## src/rtl/dmem_port_arbiter_if.sv

```systemverilog
// dmem_port_arbiter_if
//   Bundles the two master request/grant handshakes, the shared dmem bus and the read-data
//   return for dmem_port_arbiter.
//   Port 0 (CPU):  req0, we0, addr0, wdata0 -> gnt0, ack0
//   Port 1 (I/O):  req1, we1, addr1, wdata1 -> gnt1, ack1
//   dmem side:     mem_we, mem_addr, mem_wdata -> dmem;  mem_rdata <- dmem
//   Shared:        rdata (read-data return), owner (00 idle, 01 port 0, 10 port 1)
//   Modports: slave = arbiter view, master = masters + memory (environment) view.
interface dmem_port_arbiter_if #(
    parameter int unsigned AW = 32,
    parameter int unsigned DW = 32
);
    logic          req0;
    logic          we0;
    logic [AW-1:0] addr0;
    logic [DW-1:0] wdata0;
    logic          gnt0;
    logic          ack0;

    logic          req1;
    logic          we1;
    logic [AW-1:0] addr1;
    logic [DW-1:0] wdata1;
    logic          gnt1;
    logic          ack1;

    logic          mem_we;
    logic [AW-1:0] mem_addr;
    logic [DW-1:0] mem_wdata;
    logic [DW-1:0] mem_rdata;
    logic [DW-1:0] rdata;
    logic [1:0]    owner;

    modport slave (
        input  req0, we0, addr0, wdata0,
        input  req1, we1, addr1, wdata1,
        input  mem_rdata,
        output gnt0, ack0, gnt1, ack1,
        output mem_we, mem_addr, mem_wdata, rdata, owner
    );

    modport master (
        output req0, we0, addr0, wdata0,
        output req1, we1, addr1, wdata1,
        output mem_rdata,
        input  gnt0, ack0, gnt1, ack1,
        input  mem_we, mem_addr, mem_wdata, rdata, owner
    );
endinterface

```

## src/rtl/dmem_port_arbiter.sv

```systemverilog
// dmem_port_arbiter
//   Round-robin arbiter sharing the single data-memory port between the CPU load/store path
//   (port 0) and the I/O scan/refresh engine (port 1). Grant is registered, an owner keeps the
//   port for as long as it holds req high, and release hands straight over to a pending
//   requester with no idle cycle. dmem returns read data one cycle after the address, which
//   lines up with the registered ack.
//   Ports:
//     clock   - system clock, rising edge
//     resetn  - synchronous active-low reset
//     bus_io  - dmem_port_arbiter_if.slave: both master handshakes, dmem bus, rdata, owner
//   Parameters: AW/DW address/data width, MAX_HOLD hold limit (2..255, timeout build only).
//   Optional feature: define DMEM_ARB_TIMEOUT_EN to force hand-over once an owner has held the
//   port for MAX_HOLD cycles while the other port is requesting.
module dmem_port_arbiter #(
    parameter int unsigned AW       = 32,
    parameter int unsigned DW       = 32,
    parameter int unsigned MAX_HOLD = 16
) (
    input logic                  clock,
    input logic                  resetn,
    dmem_port_arbiter_if.slave   bus_io
);

    typedef enum logic [1:0] {
        StIdle = 2'b00,
        StOwn0 = 2'b01,
        StOwn1 = 2'b10
    } state_e;

    localparam logic [7:0] HoldLimit = 8'(MAX_HOLD);

    state_e state_q, state_d;
    logic   last_q, last_d;     // port that owned the bus most recently (loses the next tie)
    logic   ack0_q, ack1_q;
    logic   gnt0, gnt1;
    logic   hold_expired;

    assign gnt0 = (state_q == StOwn0);
    assign gnt1 = (state_q == StOwn1);

`ifdef DMEM_ARB_TIMEOUT_EN
    logic [7:0] hold_q, hold_d;

    // hold_q counts owned cycles already completed, so the limit is reached in the
    // MAX_HOLD-th owned cycle and hand-over happens at the edge ending it. Once saturated,
    // a late request from the other port is honoured at the first edge that samples it.
    assign hold_expired = (hold_q >= HoldLimit - 8'd1);

    always_comb begin
        hold_d = hold_q;
        if (state_d != state_q) begin
            hold_d = 8'd0;
        end else if (state_q != StIdle && hold_q < HoldLimit) begin
            hold_d = hold_q + 8'd1;
        end
    end

    always_ff @(posedge clock) begin
        if (!resetn) begin
            hold_q <= 8'd0;
        end else begin
            hold_q <= hold_d;
        end
    end
`else
    // Without the timeout an owner is never preempted; MAX_HOLD has no effect.
    logic unused_hold_limit;
    assign unused_hold_limit = ^HoldLimit;
    assign hold_expired      = 1'b0;
`endif

    always_comb begin
        state_d = state_q;
        last_d  = last_q;
        unique case (state_q)
            StIdle: begin
                if (bus_io.req0 && bus_io.req1) begin
                    state_d = last_q ? StOwn0 : StOwn1;
                end else if (bus_io.req0) begin
                    state_d = StOwn0;
                end else if (bus_io.req1) begin
                    state_d = StOwn1;
                end
            end
            StOwn0: begin
                if (!bus_io.req0) begin
                    state_d = bus_io.req1 ? StOwn1 : StIdle;
                    last_d  = 1'b0;
                end else if (hold_expired && bus_io.req1) begin
                    state_d = StOwn1;
                    last_d  = 1'b0;
                end
            end
            StOwn1: begin
                if (!bus_io.req1) begin
                    state_d = bus_io.req0 ? StOwn0 : StIdle;
                    last_d  = 1'b1;
                end else if (hold_expired && bus_io.req0) begin
                    state_d = StOwn0;
                    last_d  = 1'b1;
                end
            end
            default: begin
                state_d = StIdle;
            end
        endcase
    end

    // Reset drops any access in flight without acking it.
    always_ff @(posedge clock) begin
        if (!resetn) begin
            state_q <= StIdle;
            last_q  <= 1'b1;
            ack0_q  <= 1'b0;
            ack1_q  <= 1'b0;
        end else begin
            state_q <= state_d;
            last_q  <= last_d;
            ack0_q  <= gnt0 & bus_io.req0;
            ack1_q  <= gnt1 & bus_io.req1;
        end
    end

    always_comb begin
        bus_io.mem_addr  = '0;
        bus_io.mem_wdata = '0;
        if (gnt0) begin
            bus_io.mem_addr  = bus_io.addr0;
            bus_io.mem_wdata = bus_io.wdata0;
        end else if (gnt1) begin
            bus_io.mem_addr  = bus_io.addr1;
            bus_io.mem_wdata = bus_io.wdata1;
        end
    end

    assign bus_io.mem_we = (gnt0 & bus_io.we0 & bus_io.req0) | (gnt1 & bus_io.we1 & bus_io.req1);
    assign bus_io.gnt0   = gnt0;
    assign bus_io.gnt1   = gnt1;
    assign bus_io.ack0   = ack0_q;
    assign bus_io.ack1   = ack1_q;
    assign bus_io.rdata  = bus_io.mem_rdata;
    assign bus_io.owner  = {gnt1, gnt0};

endmodule
```

## src/flat_wrapper.sv

```systemverilog
// flat-port wrapper written by rule: the top's interface ports become plain ports
module dmem_port_arbiter_flat 
#(
    parameter int unsigned AW       = 32,
    parameter int unsigned DW       = 32,
    parameter int unsigned MAX_HOLD = 16
)
  (clock, resetn, bus_io_req0, bus_io_we0, bus_io_addr0, bus_io_wdata0, bus_io_req1, bus_io_we1, bus_io_addr1, bus_io_wdata1, bus_io_mem_rdata, bus_io_gnt0, bus_io_ack0, bus_io_gnt1, bus_io_ack1, bus_io_mem_we, bus_io_mem_addr, bus_io_mem_wdata, bus_io_rdata, bus_io_owner);
  dmem_port_arbiter_if #(.AW(AW), .DW(DW)) bus_io_i ();
  input logic clock;
  input logic resetn;
  input wire logic [$bits(bus_io_i.req0)-1:0] bus_io_req0;
  input wire logic [$bits(bus_io_i.we0)-1:0] bus_io_we0;
  input wire logic [$bits(bus_io_i.addr0)-1:0] bus_io_addr0;
  input wire logic [$bits(bus_io_i.wdata0)-1:0] bus_io_wdata0;
  input wire logic [$bits(bus_io_i.req1)-1:0] bus_io_req1;
  input wire logic [$bits(bus_io_i.we1)-1:0] bus_io_we1;
  input wire logic [$bits(bus_io_i.addr1)-1:0] bus_io_addr1;
  input wire logic [$bits(bus_io_i.wdata1)-1:0] bus_io_wdata1;
  input wire logic [$bits(bus_io_i.mem_rdata)-1:0] bus_io_mem_rdata;
  output wire logic [$bits(bus_io_i.gnt0)-1:0] bus_io_gnt0;
  output wire logic [$bits(bus_io_i.ack0)-1:0] bus_io_ack0;
  output wire logic [$bits(bus_io_i.gnt1)-1:0] bus_io_gnt1;
  output wire logic [$bits(bus_io_i.ack1)-1:0] bus_io_ack1;
  output wire logic [$bits(bus_io_i.mem_we)-1:0] bus_io_mem_we;
  output wire logic [$bits(bus_io_i.mem_addr)-1:0] bus_io_mem_addr;
  output wire logic [$bits(bus_io_i.mem_wdata)-1:0] bus_io_mem_wdata;
  output wire logic [$bits(bus_io_i.rdata)-1:0] bus_io_rdata;
  output wire logic [$bits(bus_io_i.owner)-1:0] bus_io_owner;
  assign bus_io_i.req0 = bus_io_req0;
  assign bus_io_i.we0 = bus_io_we0;
  assign bus_io_i.addr0 = bus_io_addr0;
  assign bus_io_i.wdata0 = bus_io_wdata0;
  assign bus_io_i.req1 = bus_io_req1;
  assign bus_io_i.we1 = bus_io_we1;
  assign bus_io_i.addr1 = bus_io_addr1;
  assign bus_io_i.wdata1 = bus_io_wdata1;
  assign bus_io_i.mem_rdata = bus_io_mem_rdata;
  assign bus_io_gnt0 = bus_io_i.gnt0;
  assign bus_io_ack0 = bus_io_i.ack0;
  assign bus_io_gnt1 = bus_io_i.gnt1;
  assign bus_io_ack1 = bus_io_i.ack1;
  assign bus_io_mem_we = bus_io_i.mem_we;
  assign bus_io_mem_addr = bus_io_i.mem_addr;
  assign bus_io_mem_wdata = bus_io_i.mem_wdata;
  assign bus_io_rdata = bus_io_i.rdata;
  assign bus_io_owner = bus_io_i.owner;
  dmem_port_arbiter #(.AW(AW), .DW(DW), .MAX_HOLD(MAX_HOLD)) u_core (.clock(clock), .resetn(resetn), .bus_io(bus_io_i));
endmodule
```

## config.mk

```make
export PLATFORM = sky130hd
export DESIGN_NAME = dmem_port_arbiter_flat
export DESIGN_NICKNAME = d
export VERILOG_FILES = /design/src/rtl/dmem_port_arbiter_if.sv /design/src/rtl/dmem_port_arbiter.sv /design/src/flat_wrapper.sv
export SDC_FILE = /design/constraint.sdc
export NUM_CORES = 1
export LEC_CHECK = 0
export CAP_MARGIN = 40
export CELL_PAD_IN_SITES_DETAIL_PLACEMENT = 0
export CELL_PAD_IN_SITES_GLOBAL_PLACEMENT = 1
export CORE_MARGIN = 5
export CORE_UTILIZATION = 10
export CTS_BUF_LIST = sky130_fd_sc_hd__clkbuf_4
export CTS_CLUSTER_SIZE = 10
export DETAILED_ROUTE_END_ITERATION = 8
export PLACE_DENSITY_LB_ADDON = 0.1
export SKIP_LAST_GASP = 1
export SYNTH_ARGS = -nofsm -noshare
export SYNTH_HDL_FRONTEND = slang
export SYNTH_SLANG_ARGS = --single-unit
```

## constraint.sdc

```tcl
create_clock -name clock -period 2.5 [get_ports clock]
set_input_delay 0.625 -clock clock [delete_from_list [all_inputs] [get_ports clock]]
set_output_delay 0.625 -clock clock [all_outputs]
set_load 0.05 [all_outputs]
```

==> summary.txt <==
Outcome
  • Run status: finished clean

Floorplan
  • Placement row count: 38
  • Floorplan die height: 116 um
  • Core outline area: 10,900 sq um
  • Die Area: ~13,000 sq um
  • Die width: 116 um
  • Initial standard-cell utilization of the core: 10.3%
  • Count of pins on the block boundary: roughly 270

STA
  • Setup repair after global routing missed its margin: no
  • Total negative slack: 0 ns
  • Fin crit period: 2.34 ns
  • Worst slew margin relative to its limit: 60.6%
  • Highest achievable clock rate: 428 MHz
  • Count of endpoints failing hold in the final timing report: 0
  • Setup violators final: 0
  • Final Cycle Share: 93.5%
  • Final count of pins violating max slew: 0
  • Clock Skew: 0.00376 ns
  • Slew at the pin closest to its max-slew limit: 0.589 ns

Logic synthesis
  • Sequential share of the synthesized area: 8.96%
  • Cell variety after synth: 16
  • Leading area contributor after synthesis: sky130_fd_sc_hd__a22o_1
  • Cell types occupying the most area after synthesis: sky130_fd_sc_hd__a22o_1 (50%), sky130_fd_sc_hd__buf_4 (23%), sky130_fd_sc_hd__dfxtp_1 (9.0%), sky130_fd_sc_hd__buf_2 (4.9%), sky130_fd_sc_hd__buf_6 (4.0%)
  • Count of mapped cells out of synthesis: about 140
  • Number of enable-type register cells in the synthesized netlist: 0
  • Netlist area before placement: 1120 sq um
  • Ys flop type: sky130_fd_sc_hd__dfxtp_1
  • Fraction of registers with async set or reset after synthesis: 0%
  • Fraction of post-synthesis cell area in the top cell type by area: 50.2%
  • Synth top cells by count: sky130_fd_sc_hd__a22o_1 (64), sky130_fd_sc_hd__buf_4 (34), sky130_fd_sc_hd__buf_2 (11)
  • Most numerous cell in the Yosys netlist: sky130_fd_sc_hd__a22o_1
  • Register bit total from synthesis: 5
  • Per-instance average area after synthesis: 8.28 sq um
  • Warnings, synthesis: 0
  • Net count after synthesis: around 300

Critical path
  • Worst path cell trace: and2b_4 > buf_12 > a22o_1 > buf_12
  • Worst path arrival time: between 1.5 and 2 ns
  • Category of the worst setup path capture point: output pin
  • Worst endpoint required time: 1.88 ns
  • Master of the slowest instance on the critical path: sky130_fd_sc_hd__dfxtp_1
  • Type of origin of the critical path: register
  • Most common cell on crit path: sky130_fd_sc_hd__buf_12
  • Critical path start-end classification: reg2out
  • Largest driver fanout on the critical path: 19
  • Delay of the slowest critical-path stage: 0.45 ns

Global routing
  • First-pass GRT wire length: ~11,000 um
  • Initial antenna violation count: 0
  • Global-route usage over all layers: between 10% and 20%
  • Via count of the first global-routing pass: 1,665
  • Total global routing overflow: 0
  • Pin count of the biggest net entering global routing: 51

Clock network
  • Post-CTS Setup Inserts: 0
  • H-tree depth: 1
  • Number of buffers on the longest clock path: 2
  • TritonCTS sink count: 5
  • Library cell used as clock root buffer: sky130_fd_sc_hd__clkbuf_4
  • PostCTS Resize Cnt: 0
  • Clk slew on worst S/H paths: 0.04 ns
  • Hold bufs inserted after CTS: 0
  • Worst-skew pair later-pin latency: 0.24 ns
  • TritonCTS clock tree: done
  • Clock buffer count from CTS: 3

Flow run
  • Number of violations of the max-capacitance limit: 0

Pwr
  • Total power per unit cell area: 307 nW/um^2
  • Total leakage power: 0.00151 uW
  • Combinational share of power: 83.6%
  • Cell-internal power: roughly 680 uW
  • Switching part of the total: between 40 and 50%
  • Share of total power in sequential cells: 7.5%
  • NetSw: between 400 and 500 uW
  • Relative contribution of the clock network to total power: under 10%
  • Peak ir drop on the vdd network: about 0.17 mV

Routing
  • Detailed Route Iter0 Violations: 73
  • Final Routed Wirelength: about 8700 um
  • Post-DRT Antenna Nets: 0
  • Via Count: 1,715
  • Number of remaining DRC errors: 0
  • Vias per cell: 3.90
  • Routed length per placed instance: just under 20 um
  • Detailed-router iteration count before antenna repair: 4

Finish
  • Fraction of layout instances using a drive strength above 1: 26.8%
  • Area growth syn-to-layout: 240%
  • Final nets: approximately 470
  • Final non-filler cell total: 440

Placement
  • DP Wirelength: 7530 um
  • I/O Buffers: roughly 200
  • Weighted congestion reported at the end of routability-driven placement: 0.749
  • Placed instance count: approximately 440

Hold path
  • Path type of the worst min-delay path: reg2reg
-- worst max-delay path, delay by kind of cell, from the launching register on --
family                 cells  cell delay (ns)
DFF                        1             0.45
and+or+nand+nor            1             0.42
buffers and inverters      2             0.37
AOI/OAI and AO/OA          1             0.22
-- final timing paths --
path,slack [ns],cells past startpoint,startpoint,to
worst max register to register,1.20,3,u_core.state_q[0],u_core.bus_io.ack0
worst min-delay path,0.55,2,u_core.last_q,u_core.last_q
worst min register to register,0.55,2,u_core.last_q,u_core.last_q
worst max-delay path,0.16,4,u_core.state_q[0],bus_io_mem_wdata[30]
-- routing by layer --
layer	track usage [%]	up-vias	share of wire (%)
met5	0	-	0
li1	-	826	-
met2	20.9	99	54
met4	2.86	0	1.3
met1	12.9	782	37
met3	2.35	8	8.4
-- cell families after synthesis --
| group | after synthesis | synth area share (%) |
|---|---|---|
| and+or+nand+nor | 12 | 6.38 |
| DFF | 5 | 8.96 |
| buffers and inverters | 50 | 32.1 |
| AOI/OAI and AO/OA | 68 | 52.5 |
-- state kept, by name, indices dropped and copies added (netlist names) --
| signal | count |
|---|---|
| u_core.bus_io.ack1 | 1 |
| u_core.last_q | 1 |
| u_core.bus_io.ack0 | 1 |
| u_core.state_q | 2 |
-- cell usage in the layout (no fill, tap or decap) --
cell,instances
sky130_fd_sc_hd__inv_1,1
sky130_fd_sc_hd__nor2b_1,1
sky130_fd_sc_hd__nand2_1,1
sky130_fd_sc_hd__a22o_1,64
sky130_fd_sc_hd__o21ai_0,1
sky130_fd_sc_hd__nor2b_4,1
sky130_fd_sc_hd__diode_2,1
sky130_fd_sc_hd__o2111ai_1,1
sky130_fd_sc_hd__nand3_1,2
sky130_fd_sc_hd__and2b_4,1
sky130_fd_sc_hd__nor2_1,1
sky130_fd_sc_hd__buf_4,1
sky130_fd_sc_hd__clkbuf_4,4
sky130_fd_sc_hd__and3_1,4
sky130_fd_sc_hd__o22ai_1,2
sky130_fd_sc_hd__clkdlybuf4s50_1,135
sky130_fd_sc_hd__buf_12,73
sky130_fd_sc_hd__dfxtp_1,5
sky130_fd_sc_hd__nand2b_1,1
-- area by class of cell --
cell class	instances	area, sq um
flip-flops and latches	5	100
well taps	140	175
fillers	1070	7090
inverters	1	3.75
multi-input cells	80	666
diodes	1	2.50
repair buffers	209	2820
clock buffers	4	30.0
-- power groups by stage --
stage / logic [uW] / registers, uW / clock network (uW)
3_3_place_gp: 987 / 88.7 / 0
6_report: 976 / 87.6 / 104
4_1_cts: 987 / 87.4 / 108
3_5_place_dp: 985 / 88.8 / 0
2_1_floorplan: 526 / 89.8 / 0
5_1_grt: 1010 / 87.8 / 115
-- metrics by stage --
step / hold WS (ns) / power [uW] / utilization (%) / setup WS, ns / cell area (sq um)
6_report: 0.548 / 1170 / 34.9 / 0.161 / 3800
5_1_grt: 0.587 / 1210 / 34.9 / 0.0459 / 3790
4_1_cts: 0.552 / 1180 / 34.9 / 0.139 / 3790
3_5_place_dp: 0.543 / 1070 / 34.6 / 0.328 / 3760
3_3_place_gp: 0.533 / 1080 / 34.6 / 0.347 / 3760
2_1_floorplan: 0.511 / 616 / - / 0.416 / 1120
(Power assumes the default switching activity.)
==> variant 1: new RTL, same flow settings <==
`DW` is set to 32 in 3 places; all go to 64.
--- a/src/rtl/dmem_port_arbiter_if.sv
+++ b/src/rtl/dmem_port_arbiter_if.sv
@@ -8,7 +8,7 @@
 //   Modports: slave = arbiter view, master = masters + memory (environment) view.
 interface dmem_port_arbiter_if #(
     parameter int unsigned AW = 32,
-    parameter int unsigned DW = 32
+    parameter int unsigned DW = 64
 );
     logic          req0;
     logic          we0;
--- a/src/rtl/dmem_port_arbiter.sv
+++ b/src/rtl/dmem_port_arbiter.sv
@@ -13,7 +13,7 @@
 //   port for MAX_HOLD cycles while the other port is requesting.
 module dmem_port_arbiter #(
     parameter int unsigned AW       = 32,
-    parameter int unsigned DW       = 32,
+    parameter int unsigned DW       = 64,
     parameter int unsigned MAX_HOLD = 16
 ) (
     input logic                  clock,
--- a/src/flat_wrapper.sv
+++ b/src/flat_wrapper.sv
@@ -2,7 +2,7 @@
 module dmem_port_arbiter_flat 
 #(
     parameter int unsigned AW       = 32,
-    parameter int unsigned DW       = 32,
+    parameter int unsigned DW       = 64,
     parameter int unsigned MAX_HOLD = 16
 )
   (clock, resetn, bus_io_req0, bus_io_we0, bus_io_addr0, bus_io_wdata0, bus_io_req1, bus_io_we1, bus_io_addr1, bus_io_wdata1, bus_io_mem_rdata, bus_io_gnt0, bus_io_ack0, bus_io_gnt1, bus_io_ack1, bus_io_mem_we, bus_io_mem_addr, bus_io_mem_wdata, bus_io_rdata, bus_io_owner);
Ports: changed (5 resized); port bits go from 269 to 429. No check against the original RTL was run, so the function may have changed too.
==> variant 1 against the original RTL <==
- design area increased by 43%
- core utilization shrank 1.7 points
- setup slack gained 0.015 ns
- register-to-register slack improved by 0.08 ns
- routed wire length is 46% higher
- combinational power grew 44%
- total power up 37%
- synthesized area is 48% higher
- hold slack improved by 0.0094 ns
- critical endpoint is now bus_io_mem_wdata[18]
- maximum frequency up 0.64%
- synthesized cell count rose by 53%
- via count increased by 46%
- sequential cell count did not move
==> variant 1: results (changes against the original RTL) <==
sequential share of power: 5.5% (-2.0 points)
First DRT Iteration DRCs: 68 (-6.8%)
delay-heaviest family, CP: flip-flops
WP data arrival: 1.70 ns
Leak: 2.14 nW (+42%)
TritonCTS buffer count: 3 (unchanged)
GRT Total Usage: 12.0% (+0.77 points)
worst min-delay path class: register to register
clock root cell: clkbuf_4
post-cts resize count: 0 (unchanged)
vias in the first global route: 2567 (+54%)
Critical Path Fanout Max: 66 (+47)
post-synthesis area per instance: 8.05 sq um (-2.7%)
asr flop ratio synth: 0% (unchanged)
fraction of layout cells with a size suffix above 1: 26.1% (-0.70 points)
Clock Tree Buf Depth: 2 (unchanged)
Vias: 2502 (+46%)
dominant cells by area after synthesis: a22o_1 51%, buf_4 30%, dfxtp_1 6.0%
status: finished clean
P_clk: 0.102 mW
# Post-CTS Setup Buffers: 0 (unchanged)
first-pass GRT wire length: 17900 um (+59%)
most used flip-flop cell after synthesis: dfxtp_1
Port Buffers: 300 (+47%)
Skew-Pair Late Insertion Delay: 0.24 ns (about the same)
max FFs per register: 2 (unchanged)
Final #Nets: 689 (+48%)
most frequent cells after synthesis: 96 x a22o_1, 67 x buf_4, 19 x buf_2, 5 x dfxtp_1, 4 x and3_1
H-tree levels: 1 (unchanged)
number of distinct library cells after synthesis: 15 (-1)
VDD IR max: 0.233 mV (+40%)
Top reg by flops: u_core.state_q
net switching power: 0.681 mW (+41%)
initial antenna violation count: 1 (+1)
Post-DP HPWL: 10900 um (+45%)
largest net degree at the start of global routing: 67 (+31%)
Placed Instances: 642 (+48%)
vias per inst: 3.87 (-0.79%)
proportion of synthesized chip area in sequential cells: 6.03% (-2.9 points)
Clock transition at path regs: 0.04 ns (about the same)
Tightest Pin Transition: 0.511 ns (-0.0783 ns)
drt pass-1 iters: 4 (unchanged)
Routability Congestion: 0.754 (+0.65%)
slowest cell on the critical path: dfxtp_1
syn_nets: 468 (+55%)
slowest stage delay, CP: 0.45 ns (about the same)
clk_skew: 0.00163 ns (-0.00212 ns)
WL/cell: 19.6 um (-0.94%)
yosys warns: 0 (unchanged)
-- variant 1: changes by cell type after synthesis --
cell     before  now
buf_4        34   67
a22o_1       64   96
buf_2        11   19
nor2b_1       2    3
and2b_4       1    0
buf_6         4    2
-- variant 1: worst paths after layout --
check	startpoint	to	slack [ns]	depth (start not counted)
worst max-delay path	u_core.state_q[0]	bus_io_mem_wdata[18]	0.18	4
worst min-delay path	u_core.last_q	u_core.last_q	0.56	2
worst max register to register	u_core.state_q[1]	u_core.last_q	1.28	4
worst min register to register	u_core.last_q	u_core.last_q	0.56	2
-- variant 1: stage by stage --
stage | cell area (sq um) | setup slack (ns) | hold WS (ns) | total power [mW] | util, %
2_1_floorplan | 1660 | 0.376 | 0.511 | 0.929 | -
3_3_place_gp | 5410 | 0.376 | 0.538 | 1.51 | 33.0
3_5_place_dp | 5410 | 0.358 | 0.547 | 1.52 | 33.0
4_1_cts | 5440 | 0.131 | 0.553 | 1.63 | 33.2
5_1_grt | 5440 | 0.0265 | 0.618 | 1.67 | 33.2
6_report | 5440 | 0.176 | 0.557 | 1.60 | 33.2
-- variant 1: cells by family after synthesis --
kind of cell / after synthesis / synth area share (%)
compound gates: 100 / 52.3
flops: 5 / 6.03
buf+inv: 89 / 37.6
simple gates: 12 / 4.07
-- variant 1: layout make-up --
type,instances,area (sq um)
Multi-Input combinational cell,112,950
Antenna cell,1,2.50
Sequential cell,5,100
Tap cell,220,275
Inverter,1,3.75
Clock buffer,4,30.0
Timing Repair Buffer,304,4080
Fill cell,1611,11000
-- variant 1: routing by layer --
metal / up-vias / GRT usage [%] / share of wire [%]
met3: 30 / 4.79 / 9.7
met4: 0 / 2.63 / 2.0
li1: 1179 / - / -
met2: 158 / 23.8 / 56
met1: 1135 / 11.4 / 32
met5: - / 0 / 0
==> variant 2: new RTL, same settings <==
Made on the original files. Encoding of `state_e`: now one-hot (3 bits for 3 states).
--- a/src/rtl/dmem_port_arbiter.sv
+++ b/src/rtl/dmem_port_arbiter.sv
@@ -21,10 +21,10 @@
     dmem_port_arbiter_if.slave   bus_io
 );
 
-    typedef enum logic [1:0] {
-        StIdle = 2'b00,
-        StOwn0 = 2'b01,
-        StOwn1 = 2'b10
+    typedef enum logic [2:0] {
+        StIdle = 3'b001,
+        StOwn0 = 3'b010,
+        StOwn1 = 3'b100
     } state_e;
 
     localparam logic [7:0] HoldLimit = 8'(MAX_HOLD);
Formal check against the unedited RTL: same outputs for any inputs over 10 cycles, from zero or initial values and one cycle with resetn low; not proved beyond that.
==> variant 2 against the original RTL <==
- critical path type unchanged
- sequential cell count grew 1
- routed wire length shrank 2.0%
- setup slack gained 0.0033 ns
- total power grew 9.6%
- design area grew 5.2%
- synthesized area grew 14%
- combinational power grew 9%
- critical endpoint is now bus_io_mem_we
- register-to-register slack lost 0.21 ns
==> variant 2: results (changes against the original RTL) <==
status: finished clean
clk_skew: 0.00279 ns (-0.000968 ns)
Skew-Pair Late Insertion Delay: 0.25 ns
worst hold path cell count: 2 (unchanged)
GRT Total Usage: 10.1% (-1.1 points)
most used flip-flop cell after synthesis: dfxtp_1
post-synthesis xor/xnor area fraction: 0.686% (+0.69 points)
fraction of the mapped netlist area in adder cells: 0% (unchanged)
most frequent cells after synthesis: 65 x a22o_1, 39 x buf_4, 9 x buf_2, 6 x dfxtp_1
WL/cell: 17.4 um (-12%)
# Post-CTS Setup Buffers: 0 (unchanged)
post-synthesis mux area share: 0% (unchanged)
slowest cell on the critical path: dfxtp_1
delay-heaviest family, CP: flip-flops
R2R cell count: 4 (+1)
First DRT Iteration DRCs: 91 (+25%)
largest net degree at the start of global routing: 41 (-20%)
number of distinct library cells after synthesis: 27 (+11)
Top reg by flops: u_core.state_q
post-cts resize count: 0 (unchanged)
VDD IR max: 0.129 mV (-22%)
Clock Tree Buf Depth: 2 (unchanged)
initial antenna violation count: 0 (unchanged)
vias in the first global route: 2160 (+30%)
Leak: 1.52 nW (+1.0%)
placed instance area: 0.00397 sq mm (+5.5%)
number of diodes: 0 (-1)
Vias: 1951 (+14%)
Critical Path Fanout Max: 10 (-9)
# hold bufs at CTS: 0 (unchanged)
Post-DP HPWL: 7310 um (-3.0%)
WP data arrival: 1.71 ns (about the same)
Port Buffers: 204 (unchanged)
Routability Congestion: 0.733 (-2.1%)
dominant cells by area after synthesis: a22o_1 45%, buf_4 23%, dfxtp_1 9.4%
relative slew slack: 62.0% (+1.4 points)
proportion of synthesized chip area in sequential cells: 9.40% (+0.44 points)
compound-gate portion of the synthesized area: 49.6% (-3.0 points)
Final #Nets: 485 (+4.1%)
TritonCTS buffer count: 3 (unchanged)
first-pass GRT wire length: 11900 um (+5.9%)
H-tree levels: 1 (unchanged)
max FFs per register: 3 (+1)
slowest stage delay, CP: 0.58 ns (+0.13 ns)
fraction of layout cells with a size suffix above 1: 26.8% (+0.058 points)
asr flop ratio synth: 0% (unchanged)
syn_nets: 319 (+6.0%)
worst min-delay path class: register to register
yosys warns: 0 (unchanged)
## variant 2: cells by family (layout without fill, tap and decap cells)
group / after synthesis / after routing
AO/OA/AOI/OAI: 74 / 74
AND/OR/NAND/NOR: 18 / 18
XOR/XNOR: 1 / 1
flip-flops: 6 / 6
buffers and inverters: 54 / 218
## variant 2: cell type report
cell class,count,area (sq um)
multi-input cells,93,787
flip-flops and latches,6,121
inverters,1,3.75
fillers,1283,8570
clock buffers,3,22.5
repair buffers,214,2850
well taps,172,215
## variant 2: metal layers
metal / GRT usage, % / wire (um) / up-vias
li1: - / - / 897
met2: 18.3 / 4130 / 169
met1: 9.98 / 2870 / 861
met3: 5.26 / 1330 / 24
met4: 3.11 / 193 / 0
met5: 0 / 0 / -
## variant 2: tightest hold or removal path, delay by kind of cell, from the launching register on
kind	cells	cell delay, ns
flops	1	0.34
compound gates	2	0.15
## variant 2: path summary, 6_finish.rpt
| check | slack (ns) | to | start |
|---|---|---|---|
| max | 0.16 | bus_io_mem_we | u_core.state_q[0] |
| min | 0.53 | u_core.last_q | u_core.last_q |
| max reg2reg | 0.99 | u_core.state_q[1] | u_core.state_q[0] |
| min reg2reg | 0.53 | u_core.last_q | u_core.last_q |
## variant 2: stage by stage
| step | worst slack, ns | total power, mW | cells | util (%) |
|---|---|---|---|---|
| floorplan | 0.339 | 0.725 | 153 | - |
| global placement | 0.141 | 1.20 | 486 | 31.6 |
| CTS | 0.0319 | 1.30 | 489 | 31.8 |
| finish | 0.165 | 1.28 | 489 | 31.8 |
| detailed placement | 0.147 | 1.20 | 486 | 31.6 |
| global route | 0.0487 | 1.34 | 489 | 31.8 |
## variant 2: report_power, final
part | switching, mW | total (mW) | leakage, nW | internal (mW)
combinational | 0.484 | 1.06 | 1.46 | 0.574
sequential | 0.0217 | 0.129 | 0.0495 | 0.107
clock | 0.0365 | 0.0909 | 0.0138 | 0.0544
